**config.mk**
```make
export PLATFORM = sky130hd
export DESIGN_NAME = wheel_velocity
export DESIGN_NICKNAME = d
export VERILOG_FILES = /design/src/rtl/wheel_velocity.sv
export SDC_FILE = /design/constraint.sdc
export NUM_CORES = 2
export LEC_CHECK = 0
export ABC_AREA = 0
export CAP_MARGIN = 15
export CORE_MARGIN = 2
export CORE_UTILIZATION = 35
export DETAILED_ROUTE_END_ITERATION = 10
export GPL_TIMING_DRIVEN = 0
export SKIP_CTS_REPAIR_TIMING = 1
export SLEW_MARGIN = 20
export SYNTH_ARGS = -nofsm -noshare
export SYNTH_HDL_FRONTEND = slang
export SYNTH_SLANG_ARGS = --single-unit
```
**constraint.sdc**
```tcl
create_clock -name WHEEL_VELOCITY_CLOCK_50 -period 13.3 [get_ports WHEEL_VELOCITY_CLOCK_50]
set_input_delay 2.66 -clock WHEEL_VELOCITY_CLOCK_50 [delete_from_list [all_inputs] [get_ports WHEEL_VELOCITY_CLOCK_50]]
set_output_delay 2.66 -clock WHEEL_VELOCITY_CLOCK_50 [all_outputs]
set_load 0.02 [all_outputs]
```
**src/rtl/wheel_velocity.sv**
```systemverilog
// Mecanum inverse kinematics: (vx, vy, wz) -> four wheel angular-velocity setpoints.
// Sign-magnitude fixed point, one shared shift-add multiplier sequenced by an FSM.
module wheel_velocity #(
  parameter int                     DATAWIDTH_N  = 32,
  parameter int                     FRACTIONAL_Q = 15,
  parameter logic [DATAWIDTH_N-1:0] K_LXLY       = 32'd5407,
  parameter logic [DATAWIDTH_N-1:0] INV_R        = 32'd903840
) (
  input  logic                   WHEEL_VELOCITY_CLOCK_50,
  input  logic                   WHEEL_VELOCITY_Reset_InHigh,
  input  logic                   WHEEL_VELOCITY_start_InHigh,
  input  logic [DATAWIDTH_N-1:0] WHEEL_VELOCITY_VX_InBus,
  input  logic [DATAWIDTH_N-1:0] WHEEL_VELOCITY_VY_InBus,
  input  logic [DATAWIDTH_N-1:0] WHEEL_VELOCITY_WZ_InBus,
  output logic [DATAWIDTH_N-1:0] WHEEL_VELOCITY_W1_OutBus,
  output logic [DATAWIDTH_N-1:0] WHEEL_VELOCITY_W2_OutBus,
  output logic [DATAWIDTH_N-1:0] WHEEL_VELOCITY_W3_OutBus,
  output logic [DATAWIDTH_N-1:0] WHEEL_VELOCITY_W4_OutBus,
  output logic                   WHEEL_VELOCITY_busy_Out,
  output logic                   WHEEL_VELOCITY_done_Out,
  output logic                   WHEEL_VELOCITY_overflow_Out
);

  localparam int N  = DATAWIDTH_N;
  localparam int M  = N - 1;
  localparam int PW = 2 * M;
  localparam int CW = $clog2(M);
  localparam logic [M-1:0] MAG_MAX = '1;

  typedef enum logic [2:0] {
    S_IDLE, S_MUL_K, S_ADD, S_MUL_W1, S_MUL_W2, S_MUL_W3, S_MUL_W4, S_DONE
  } state_t;

  function automatic logic [N-1:0] norm(input logic [N-1:0] x);
    return (x[M-1:0] == '0) ? '0 : x;
  endfunction

  function automatic logic [N-1:0] neg(input logic [N-1:0] x);
    return {~x[N-1], x[M-1:0]};
  endfunction

  // Returns {overflow, result}; a magnitude carry saturates to all-ones.
  function automatic logic [N:0] sm_add(input logic [N-1:0] a, input logic [N-1:0] b);
    logic [M:0]   sum;
    logic [M-1:0] mag;
    logic         sgn;
    logic         ovf;
    sum = '0;
    mag = '0;
    sgn = 1'b0;
    ovf = 1'b0;
    if (a[N-1] == b[N-1]) begin
      sum = {1'b0, a[M-1:0]} + {1'b0, b[M-1:0]};
      sgn = a[N-1];
      if (sum[M]) begin
        mag = MAG_MAX;
        ovf = 1'b1;
      end else begin
        mag = sum[M-1:0];
      end
    end else if (a[M-1:0] >= b[M-1:0]) begin
      mag = a[M-1:0] - b[M-1:0];
      sgn = a[N-1];
    end else begin
      mag = b[M-1:0] - a[M-1:0];
      sgn = b[N-1];
    end
    return {ovf, norm({sgn, mag})};
  endfunction

  state_t         state_q, state_d;
  logic [N-1:0]   vx_q, vx_d, vy_q, vy_d, wz_q, wz_d, p_q, p_d;
  logic [N-1:0]   num1_q, num1_d, num2_q, num2_d, num3_q, num3_d, num4_q, num4_d;
  logic [N-1:0]   w1_q, w1_d, w2_q, w2_d, w3_q, w3_d, w4_q, w4_d;
  logic [PW-1:0]  acc_q, acc_d;
  logic [CW-1:0]  cnt_q, cnt_d;
  logic           ovf_q, ovf_d, busy_q, busy_d, done_q, done_d;

  logic [N-1:0]   op_a, op_b, mul_res;
  logic [PW-1:0]  partial, prod, shifted;
  logic [M-1:0]   mul_mag;
  logic           mul_ovf, mul_last, is_mul;
  logic [N:0]     a1, a2, n1, n2, n3, n4;

  // Shared multiplier: one magnitude bit of op_b per cycle, result formed on the last step.
  always_comb begin
    op_a = '0;
    op_b = '0;
    case (state_q)
      S_MUL_K:  begin op_a = K_LXLY; op_b = wz_q;  end
      S_MUL_W1: begin op_a = num1_q; op_b = INV_R; end
      S_MUL_W2: begin op_a = num2_q; op_b = INV_R; end
      S_MUL_W3: begin op_a = num3_q; op_b = INV_R; end
      S_MUL_W4: begin op_a = num4_q; op_b = INV_R; end
      default:  begin op_a = '0;     op_b = '0;    end
    endcase
    partial  = op_b[cnt_q] ? ({{M{1'b0}}, op_a[M-1:0]} << cnt_q) : '0;
    prod     = acc_q + partial;
    shifted  = prod >> FRACTIONAL_Q;
    mul_ovf  = |shifted[PW-1:M];
    mul_mag  = mul_ovf ? MAG_MAX : shifted[M-1:0];
    mul_res  = norm({op_a[N-1] ^ op_b[N-1], mul_mag});
    mul_last = (cnt_q == CW'(M - 1));
    is_mul   = (state_q == S_MUL_K) || (state_q == S_MUL_W1) || (state_q == S_MUL_W2) ||
               (state_q == S_MUL_W3) || (state_q == S_MUL_W4);
  end

  always_comb begin
    a1 = sm_add(vx_q, neg(vy_q));
    a2 = sm_add(vx_q, vy_q);
    n1 = sm_add(a1[N-1:0], neg(p_q));
    n2 = sm_add(a2[N-1:0], p_q);
    n3 = sm_add(a2[N-1:0], neg(p_q));
    n4 = sm_add(a1[N-1:0], p_q);
  end

  always_comb begin
    state_d = state_q;
    vx_d = vx_q;  vy_d = vy_q;  wz_d = wz_q;  p_d = p_q;
    num1_d = num1_q;  num2_d = num2_q;  num3_d = num3_q;  num4_d = num4_q;
    w1_d = w1_q;  w2_d = w2_q;  w3_d = w3_q;  w4_d = w4_q;
    acc_d = acc_q;
    cnt_d = cnt_q;
    ovf_d = ovf_q;
    if (is_mul) begin
      acc_d = mul_last ? '0 : prod;
      cnt_d = mul_last ? '0 : cnt_q + CW'(1);
      if (mul_last) ovf_d = ovf_q | mul_ovf;
    end
    // Each multiply result overwrites the numerator it consumed, so the outputs change only at DONE.
    case (state_q)
      S_IDLE: if (WHEEL_VELOCITY_start_InHigh) begin
        vx_d    = norm(WHEEL_VELOCITY_VX_InBus);
        vy_d    = norm(WHEEL_VELOCITY_VY_InBus);
        wz_d    = norm(WHEEL_VELOCITY_WZ_InBus);
        ovf_d   = 1'b0;
        acc_d   = '0;
        cnt_d   = '0;
        state_d = S_MUL_K;
      end
      S_MUL_K: if (mul_last) begin
        p_d     = mul_res;
        state_d = S_ADD;
      end
      S_ADD: begin
        num1_d  = n1[N-1:0];
        num2_d  = n2[N-1:0];
        num3_d  = n3[N-1:0];
        num4_d  = n4[N-1:0];
        ovf_d   = ovf_q | a1[N] | a2[N] | n1[N] | n2[N] | n3[N] | n4[N];
        state_d = S_MUL_W1;
      end
      S_MUL_W1: if (mul_last) begin num1_d = mul_res; state_d = S_MUL_W2; end
      S_MUL_W2: if (mul_last) begin num2_d = mul_res; state_d = S_MUL_W3; end
      S_MUL_W3: if (mul_last) begin num3_d = mul_res; state_d = S_MUL_W4; end
      S_MUL_W4: if (mul_last) begin
        w1_d    = num1_q;
        w2_d    = num2_q;
        w3_d    = num3_q;
        w4_d    = mul_res;
        state_d = S_DONE;
      end
      S_DONE:  state_d = S_IDLE;
      default: state_d = S_IDLE;
    endcase
    busy_d = (state_d != S_IDLE);
    done_d = (state_d == S_DONE);
  end

  always_ff @(posedge WHEEL_VELOCITY_CLOCK_50) begin
    if (WHEEL_VELOCITY_Reset_InHigh) begin
      state_q <= S_IDLE;
      vx_q <= '0;  vy_q <= '0;  wz_q <= '0;  p_q <= '0;
      num1_q <= '0;  num2_q <= '0;  num3_q <= '0;  num4_q <= '0;
      w1_q <= '0;  w2_q <= '0;  w3_q <= '0;  w4_q <= '0;
      acc_q  <= '0;
      cnt_q  <= '0;
      ovf_q  <= 1'b0;
      busy_q <= 1'b0;
      done_q <= 1'b0;
    end else begin
      state_q <= state_d;
      vx_q <= vx_d;  vy_q <= vy_d;  wz_q <= wz_d;  p_q <= p_d;
      num1_q <= num1_d;  num2_q <= num2_d;  num3_q <= num3_d;  num4_q <= num4_d;
      w1_q <= w1_d;  w2_q <= w2_d;  w3_q <= w3_d;  w4_q <= w4_d;
      acc_q  <= acc_d;
      cnt_q  <= cnt_d;
      ovf_q  <= ovf_d;
      busy_q <= busy_d;
      done_q <= done_d;
    end
  end

  assign WHEEL_VELOCITY_W1_OutBus    = w1_q;
  assign WHEEL_VELOCITY_W2_OutBus    = w2_q;
  assign WHEEL_VELOCITY_W3_OutBus    = w3_q;
  assign WHEEL_VELOCITY_W4_OutBus    = w4_q;
  assign WHEEL_VELOCITY_busy_Out     = busy_q;
  assign WHEEL_VELOCITY_done_Out     = done_q;
  assign WHEEL_VELOCITY_overflow_Out = ovf_q;

endmodule

```
==> After elaboration in Yosys (flattened, before gate mapping) <==
Index checks and enable logic that the tools add are counted.
{ "classes": {"add_sub_neg": 11, "n_mul": 0, "div_mod_pow": 0, "magnitude_cmp": 4, "n_eq_ne": 18, "n_shift": 1, "mux": 72, "bitwise_logic": 10, "reduce_logical": 27} }
{ "ops": {"columns": ["cell", "count"], "rows": [
  ["$mux 31", 13],
  ["$mux 32", 11],
  ["$logic_not 31->1", 10],
  ["$mux 62", 5],
  ["$pmux 32 s2", 4],
  ["$sub 31x31->31", 6],
  ["$pmux 32 s5", 1],
  ["$add 31x31->32", 3],
  ["$ge 31x31->1", 3],
  ["$add 62x62->62", 1],
  ["$shl 31x5->62", 1],
  ["$mux 1", 25],
  ["$pmux 3 s8", 1],
  ["$mux 5", 4],
  ["$mux 3", 6],
  ["$reduce_or 16->1", 1],
  ["$eq 3x3->1 const B", 5],
  ["$reduce_and 2->1", 6],
  ["$or 1x1->1", 7],
  ["$eq 1x1->1", 6],
  ["$eq 3x2->1 const B", 2],
  ["$lt 5x6->1 const B", 1],
  ["$ne 2x2->1 const B", 3],
  ["$reduce_bool 2->1", 3],
  ["11 further kinds", 15]
]} }
{ "word_totals": {"reg_bits": 457, "latch_bits": 0, "ram_bits": 0, "romBits": 0, "input_bits": 99, "output_inout_bits": 131, "mem_count": 0} }

==> Longest topological paths before layout <==
{ "logic_depth": {"word_depth": 13, "depth_mapped": 36, "mapped_depth_nobuf": 30} }

==> Worst setup path after synthesis <==
Ideal clock, no wire load.
{ "synth_path": {"path_type": "reg-to-reg", "start": "reg state_q[0]", "end": "reg num3_q[30]", "setup_time_ns": 0.128, "arrival_ns": 6.617, "t_required_ns": 13.172, "setup_slack_ns": 6.556, "stages_incl_launch_ff": 33, "synth_period_minus_slack_ns": 6.744, "path_cell_list": "dfxtp_1 > clkbuf_1 > nand2b_1 > nand2b_1 > nor2_1 > a22oi_1 > nor2_1 > a31oi_1 > mux4_2 > or2_2 > clkbuf_1 > and2_1 > clkbuf_1 > a211oi_1 > ha_1 > clkbuf_1 > a21o_1 > a21o_1 > a2111o_1 > a21oi_1 > o21ai_0 > nor3_1 > o41ai_1 > xor2_1 > a211o_1 > nor4_1 > nor4b_1 > and2_2 > buf_4 > buf_4 > nand2_1 > a221oi_1 > nor2_1"} }
{ "synth_via": {"elab_chain_cells": 13} }
{ "synth_lines": {"columns": ["element", "line", "source"], "rows": [
  ["from (decl)", "71", "state_t state_q, state_d;"],
  ["from (signal assigned)", "182", "state_q <= state_d;"],
  ["$eq 3x2->1, or another cell as far along", "89", "case (state_q)"],
  ["$reduce_or 4->1 (no line)", null, null],
  ["$pmux 32 s2", "89", null],
  ["$bmux 1 s5", "97", "partial = op_b[cnt_q] ? ({{M{1'b0}}, op_a[M-1:0]} << cnt_q) : '0;"],
  ["$mux 1 (not written as such)", "97", null],
  ["$mux 62", "97", null],
  ["$add 62x62->62", "98", "prod = acc_q + partial;"],
  ["$reduce_or 16->1", "100", "mul_ovf = |shifted[PW-1:M];"],
  ["$mux 31", "101", "mul_mag = mul_ovf ? MAG_MAX : shifted[M-1:0];"],
  ["$logic_not 31->1", "35", "return (x[M-1:0] == '0) ? '0 : x;"],
  ["$mux 32", "35", null],
  ["$mux 32", "155", "S_MUL_W3: if (mul_last) begin num3_d = mul_res; state_d = S_MUL_W4; end"],
  ["$pmux 32 s2", "131", "case (state_q)"],
  ["to (signal assigned)", "184", "num1_q <= num1_d; num2_q <= num2_d; num3_q <= num3_d; num4_q <= num4_d;"],
  ["to (decl)", "73", "logic [N-1:0] num1_q, num1_d, num2_q, num2_d, num3_q, num3_d, num4_q, num4_d;"]
]} }
Parallel ways exist; a longest one is shown, timed or not. The select of a mux whose other input is x is not followed.
A chain may end at the register's enable or synchronous reset.

==> Final worst setup path <==
{ "layout_path": {"start": "reg state_q[0]", "end": "reg num2_q[19]"} }
{ "layout_via": {"elab_chain_cells": 13} }
{ "layout_lines": {"columns": ["element", "line", "source"], "rows": [
  ["$eq 3x2->1, or another cell as far along", "89", null],
  ["$reduce_or 4->1 (no line)", null, null],
  ["$pmux 32 s2", "89", null],
  ["$bmux 1 s5", "97", null],
  ["$mux 1 (not written as such)", "97", null],
  ["$mux 62", "97", null],
  ["$add 62x62->62", "98", null],
  ["$reduce_or 16->1", "100", null],
  ["$mux 31", "101", null],
  ["$logic_not 31->1", "35", null],
  ["$mux 32", "35", null],
  ["$mux 32", "154", "S_MUL_W2: if (mul_last) begin num2_d = mul_res; state_d = S_MUL_W3; end"],
  ["$pmux 32 s2", "131", null],
  ["to (signal assigned)", "184", null],
  ["to (decl)", "73", null]
]} }
Parallel ways exist; a longest one is shown, timed or not. The select of a mux whose other input is x is not followed.

==> results by stage <==
Layout:
- The count of filler cells inserted in the layout is 12800.
- The net count of the finished layout is 6748.
- The share of final-layout standard cells stronger than drive strength 1 is 0.0437.
- The summed area of non-filler cells in the final layout is 0.0485 mm2.
- The area growth from synthesis to layout is 15.0%.
- The number of antenna diodes in the final layout is 0.

Logic synthesis:
- Each instance of the synthesized netlist takes up on average 7.03 um2.
- In this run, synthesis inferred 0 flip-flops with an integrated enable.
- After synthesis, the cell types taking the most area are sky130_fd_sc_hd__dfxtp_1, sky130_fd_sc_hd__ha_1, sky130_fd_sc_hd__a21oi_1.
- The async set-reset flop share out of synthesis is 0.
- For this run, the number of Yosys warnings is 0.
- The primary flip-flop cell chosen by synthesis mapping is sky130_fd_sc_hd__dfxtp_1.
- The adder-cell area share of the yosys netlist is 0.107.
- In this run, distinct cell masters in the synthesized netlist total 116.
- Of the total synthesized cell area, the portion taken by AND, OR, NAND and NOR gates is 0.243.
- Of the total synthesized cell area, the portion taken by XOR and XNOR cells is 0.0397.
- The dominant combinational cell family by area after synthesis is compound AO/OA/AOI/OAI gates.
- The combined area of all synthesized cells is 0.0422 mm2.
- The synthesis-stage register bit count is 457.
- The share of cell area taken by muxes after synthesis is 0.0433.
- The biggest area consumer among synthesized cells is sky130_fd_sc_hd__dfxtp_1.
- Counting every instance in the synthesized netlist gives 5998.
- The register area share after synthesis is 0.217.
- The synthesized-area fraction occupied by ao, oa, aoi and oai cells was 0.285.
- The share of synthesized area in the top cell type comes to 0.217.

Power and ir drop:
- The worst-case IR drop observed on VDD is 0.123 mV.
- The standby leakage power is 18.9 nW.
- The power per standard cell area is 137 mW/mm2.
- After layout, the design draws a total of 6.66 mW.

Setup path:
- The logic depth of the worst register-to-register path is 33.
- The timing startpoint of the critical path is state_q[0].
- The worst setup path is captured at a register.
- The critical-path cell with the highest stage delay is sky130_fd_sc_hd__nor4b_1.
- Of all nets on the critical path, the largest fanout is 10.
- For this run, the slowest stage of the critical path takes 0.87 ns.
- The critical path start-end classification is register to register.
- The arrival time of the worst setup path is 12.20 ns.
- The category of the worst setup path launch point is a register.
- The beginning of the worst register-to-register path is state_q[0].
- The required time at the endpoint of the critical path is 13.84 ns.

Route:
- The via-per-instance ratio is 6.05.
- After detailed routing, the number of remaining DRC violations is 0.
- The first routing iteration left 5664 violations.
- In this run the remaining antenna-violating nets after routing total 0.
- The final route contains 48100 vias.
- The post-detailed-route wirelength per cell is 28.3 um.
- For this block, the routed nets add up to 225000 um of wire.
- Before antenna repair, the detailed router went through 6 iterations.

Global route:
- After global routing the overflow that remains totals 0.
- The number of global-route vias before repair is 44900.
- The number of antenna violations at the first check in global routing is 7.
- The first-pass GRT wire length is 318000 um.
- The total global-route track usage is 0.352.
- Entering global routing, the biggest net connects 16 pins.

Timing:
- The worst path needs 11.66 ns of the cycle, external delays included.
- The total setup violations reported at the end of the flow is 0.
- For this run, the top clock speed supported by timing is 85.8 MHz.
- The tightest hold path in the finished design has a slack of 0.453 ns.
- The setup TNS after final layout is 0 ns.
- The hold violation total from the final report is 0.
- Setup repair after global routing left no endpoint under its margin.
- Measured against its own limit, the worst slew margin works out to 0.114.
- The final count of pins violating max slew was 0.
- The part of the cycle the worst path needs is 0.877.
- The slew at the pin with the worst max-slew slack is 1.32 ns.
- The final worst clock skew is 0.0421 ns.

Place:
- The HPWL reported at the end of detailed placement is 186000 um.
- The port buffer count is 228.
- In this run the cell area measured after placement is 0.0465 mm2.
- The last weighted congestion value of the routability-driven placer is 1.04.

Clocking:
- The later-pin clock latency in the skew report is 0.70 ns.
- TritonCTS built the clock tree.
- Clock-pin slew was measured on the worst setup and hold paths at 0.06 ns.
- The H-tree depth is 2.
- Buffers inserted during clock tree synthesis total 55.
- The maximum number of buffers from clock root to sink is 3.
- The CTS root buffer is sky130_fd_sc_hd__clkbuf_16.
- The tree built by TritonCTS fans out to 457 sinks.

Floorplan:
- The placeable core region is 0.120 mm2.
- The overall die height is 351 um.
- The standard-cell row count is 127.
- The die outline area is 0.123 mm2.
- Pin placement for this block handled 230 I/O pins.
- The effective utilization at floorplan is 0.352.
- The die is 351 um wide.

Status:
- The flow ran to the end, and the final reports show no timing, DRC or antenna violations.

Hold path:
- The class of the worst hold path is register to register.
- The number of instances on the worst hold path is 2.
- In this run the most critical hold path is launched from WHEEL_VELOCITY_W3_OutBus[20].

Job:
- The reported max-cap violation count is 0.
[final timing paths]
check / end / slack, ns
min reg2reg: WHEEL_VELOCITY_W3_OutBus[20] / 0.45
min: WHEEL_VELOCITY_W3_OutBus[20] / 0.45
max: num2_q[19] / 1.64
max reg2reg: num2_q[19] / 1.64
[layer usage]
layer  wire length, um  up-vias  track usage
met5                47        -            0
li1                  -    22000            -
met2             98700     2492        0.562
met1             93500    23000        0.448
met4             16500        8        0.219
met3             16500      581       0.0481
[cells in the mapped netlist, types with 66 or more instances]
| library cell | number |
|---|---|
| sky130_fd_sc_hd__a21o_1 | 117 |
| sky130_fd_sc_hd__a211oi_1 | 127 |
| sky130_fd_sc_hd__nand3_1 | 122 |
| sky130_fd_sc_hd__nor4_1 | 66 |
| sky130_fd_sc_hd__ha_1 | 344 |
| sky130_fd_sc_hd__nand4_1 | 81 |
| sky130_fd_sc_hd__nand2_1 | 834 |
| sky130_fd_sc_hd__inv_1 | 277 |
| sky130_fd_sc_hd__a21oi_1 | 668 |
| sky130_fd_sc_hd__clkbuf_1 | 295 |
| sky130_fd_sc_hd__o211ai_1 | 75 |
| sky130_fd_sc_hd__dfxtp_1 | 457 |
| sky130_fd_sc_hd__xnor2_1 | 136 |
| sky130_fd_sc_hd__a31oi_1 | 72 |
| sky130_fd_sc_hd__nor3_1 | 140 |
| sky130_fd_sc_hd__a22oi_1 | 78 |
| sky130_fd_sc_hd__o21ai_0 | 294 |
| sky130_fd_sc_hd__mux2i_1 | 153 |
| sky130_fd_sc_hd__nor2_1 | 669 |
[kinds of logic (layout without fill, tap and decap cells)]
| family | after synthesis | after routing |
|---|---|---|
| AO/OA/AOI/OAI | 1877 | 1877 |
| XOR/XNOR | 189 | 189 |
| adder cells (fa/ha/maj) | 354 | 354 |
| buffers and inverters | 686 | 1017 |
| flip-flops | 457 | 457 |
| multiplexers | 175 | 175 |
| other | 1 | 11 |
| AND/OR/NAND/NOR | 2259 | 2259 |
[state kept, by name (all words and copies together), names as in the netlist]
name                         cells
acc_q                           62
num1_q                          32
vx_q                            32
WHEEL_VELOCITY_W2_OutBus        32
WHEEL_VELOCITY_overflow_Out      1
state_q                          3
WHEEL_VELOCITY_W4_OutBus        32
WHEEL_VELOCITY_busy_Out          1
cnt_q                            5
num2_q                          32
WHEEL_VELOCITY_done_Out          1
p_q                             32
wz_q                            32
vy_q                            32
num4_q                          32
WHEEL_VELOCITY_W1_OutBus        32
WHEEL_VELOCITY_W3_OutBus        32
num3_q                          32
[per-stage QoR]
step / setup WS (ns) / util / cells
CTS: 2.14 / 0.405 / 7950
floorplan: 6.56 / - / 6008
detailed placement: 2.21 / 0.389 / 7849
global placement: 2.26 / 0.389 / 7848
finish: 1.64 / 0.405 / 7951
global route: 1.24 / 0.405 / 7951
[report_power, final]
group	internal (mW)	leakage [nW]	switching (mW)	total [mW]
clock	0.964	0.934	0.686	1.65
combinational	1.05	14.3	2.55	3.60
sequential	1.39	3.70	0.0179	1.41
[layout by cell type (no fill, tap or decap), types with 117 or more instances in the layout]
cell	synthesis	routed
sky130_fd_sc_hd__nand2_1	834	834
sky130_fd_sc_hd__nor2_1	669	669
sky130_fd_sc_hd__a21oi_1	668	668
sky130_fd_sc_hd__dfxtp_1	457	457
sky130_fd_sc_hd__ha_1	344	344
sky130_fd_sc_hd__clkbuf_1	295	298
sky130_fd_sc_hd__o21ai_0	294	291
sky130_fd_sc_hd__inv_1	277	277
sky130_fd_sc_hd__clkdlybuf4s50_1	0	228
sky130_fd_sc_hd__mux2i_1	153	153
sky130_fd_sc_hd__nor3_1	140	140
sky130_fd_sc_hd__xnor2_1	136	136
sky130_fd_sc_hd__a211oi_1	127	127
sky130_fd_sc_hd__nand3_1	122	122
sky130_fd_sc_hd__a21o_1	117	117
[critical path: cells and delay by family, from the launching register on]
family	cells	cell delay, ns
AO/OA/AOI/OAI	11	3.79
buffers and inverters	6	2.24
flip-flops	1	0.30
XOR/XNOR	1	0.25
AND/OR/NAND/NOR	14	4.69
adder cells (fa/ha/maj)	1	0.22
[area by class of cell]
type | count | area (um2) | area share
flip-flops and latches | 457 | 9150 | 0.189
inverters | 285 | 1070 | 0.0221
repair buffers | 230 | 2300 | 0.0474
multi-input cells | 4865 | 30400 | 0.626
clock buffers | 69 | 1510 | 0.0311
clock inverters | 32 | 424 | 0.00875
plain buffers | 401 | 1660 | 0.0342
well taps | 1612 | 2020 | 0.0416
Note: power is estimated with default switching activity, not from simulation.
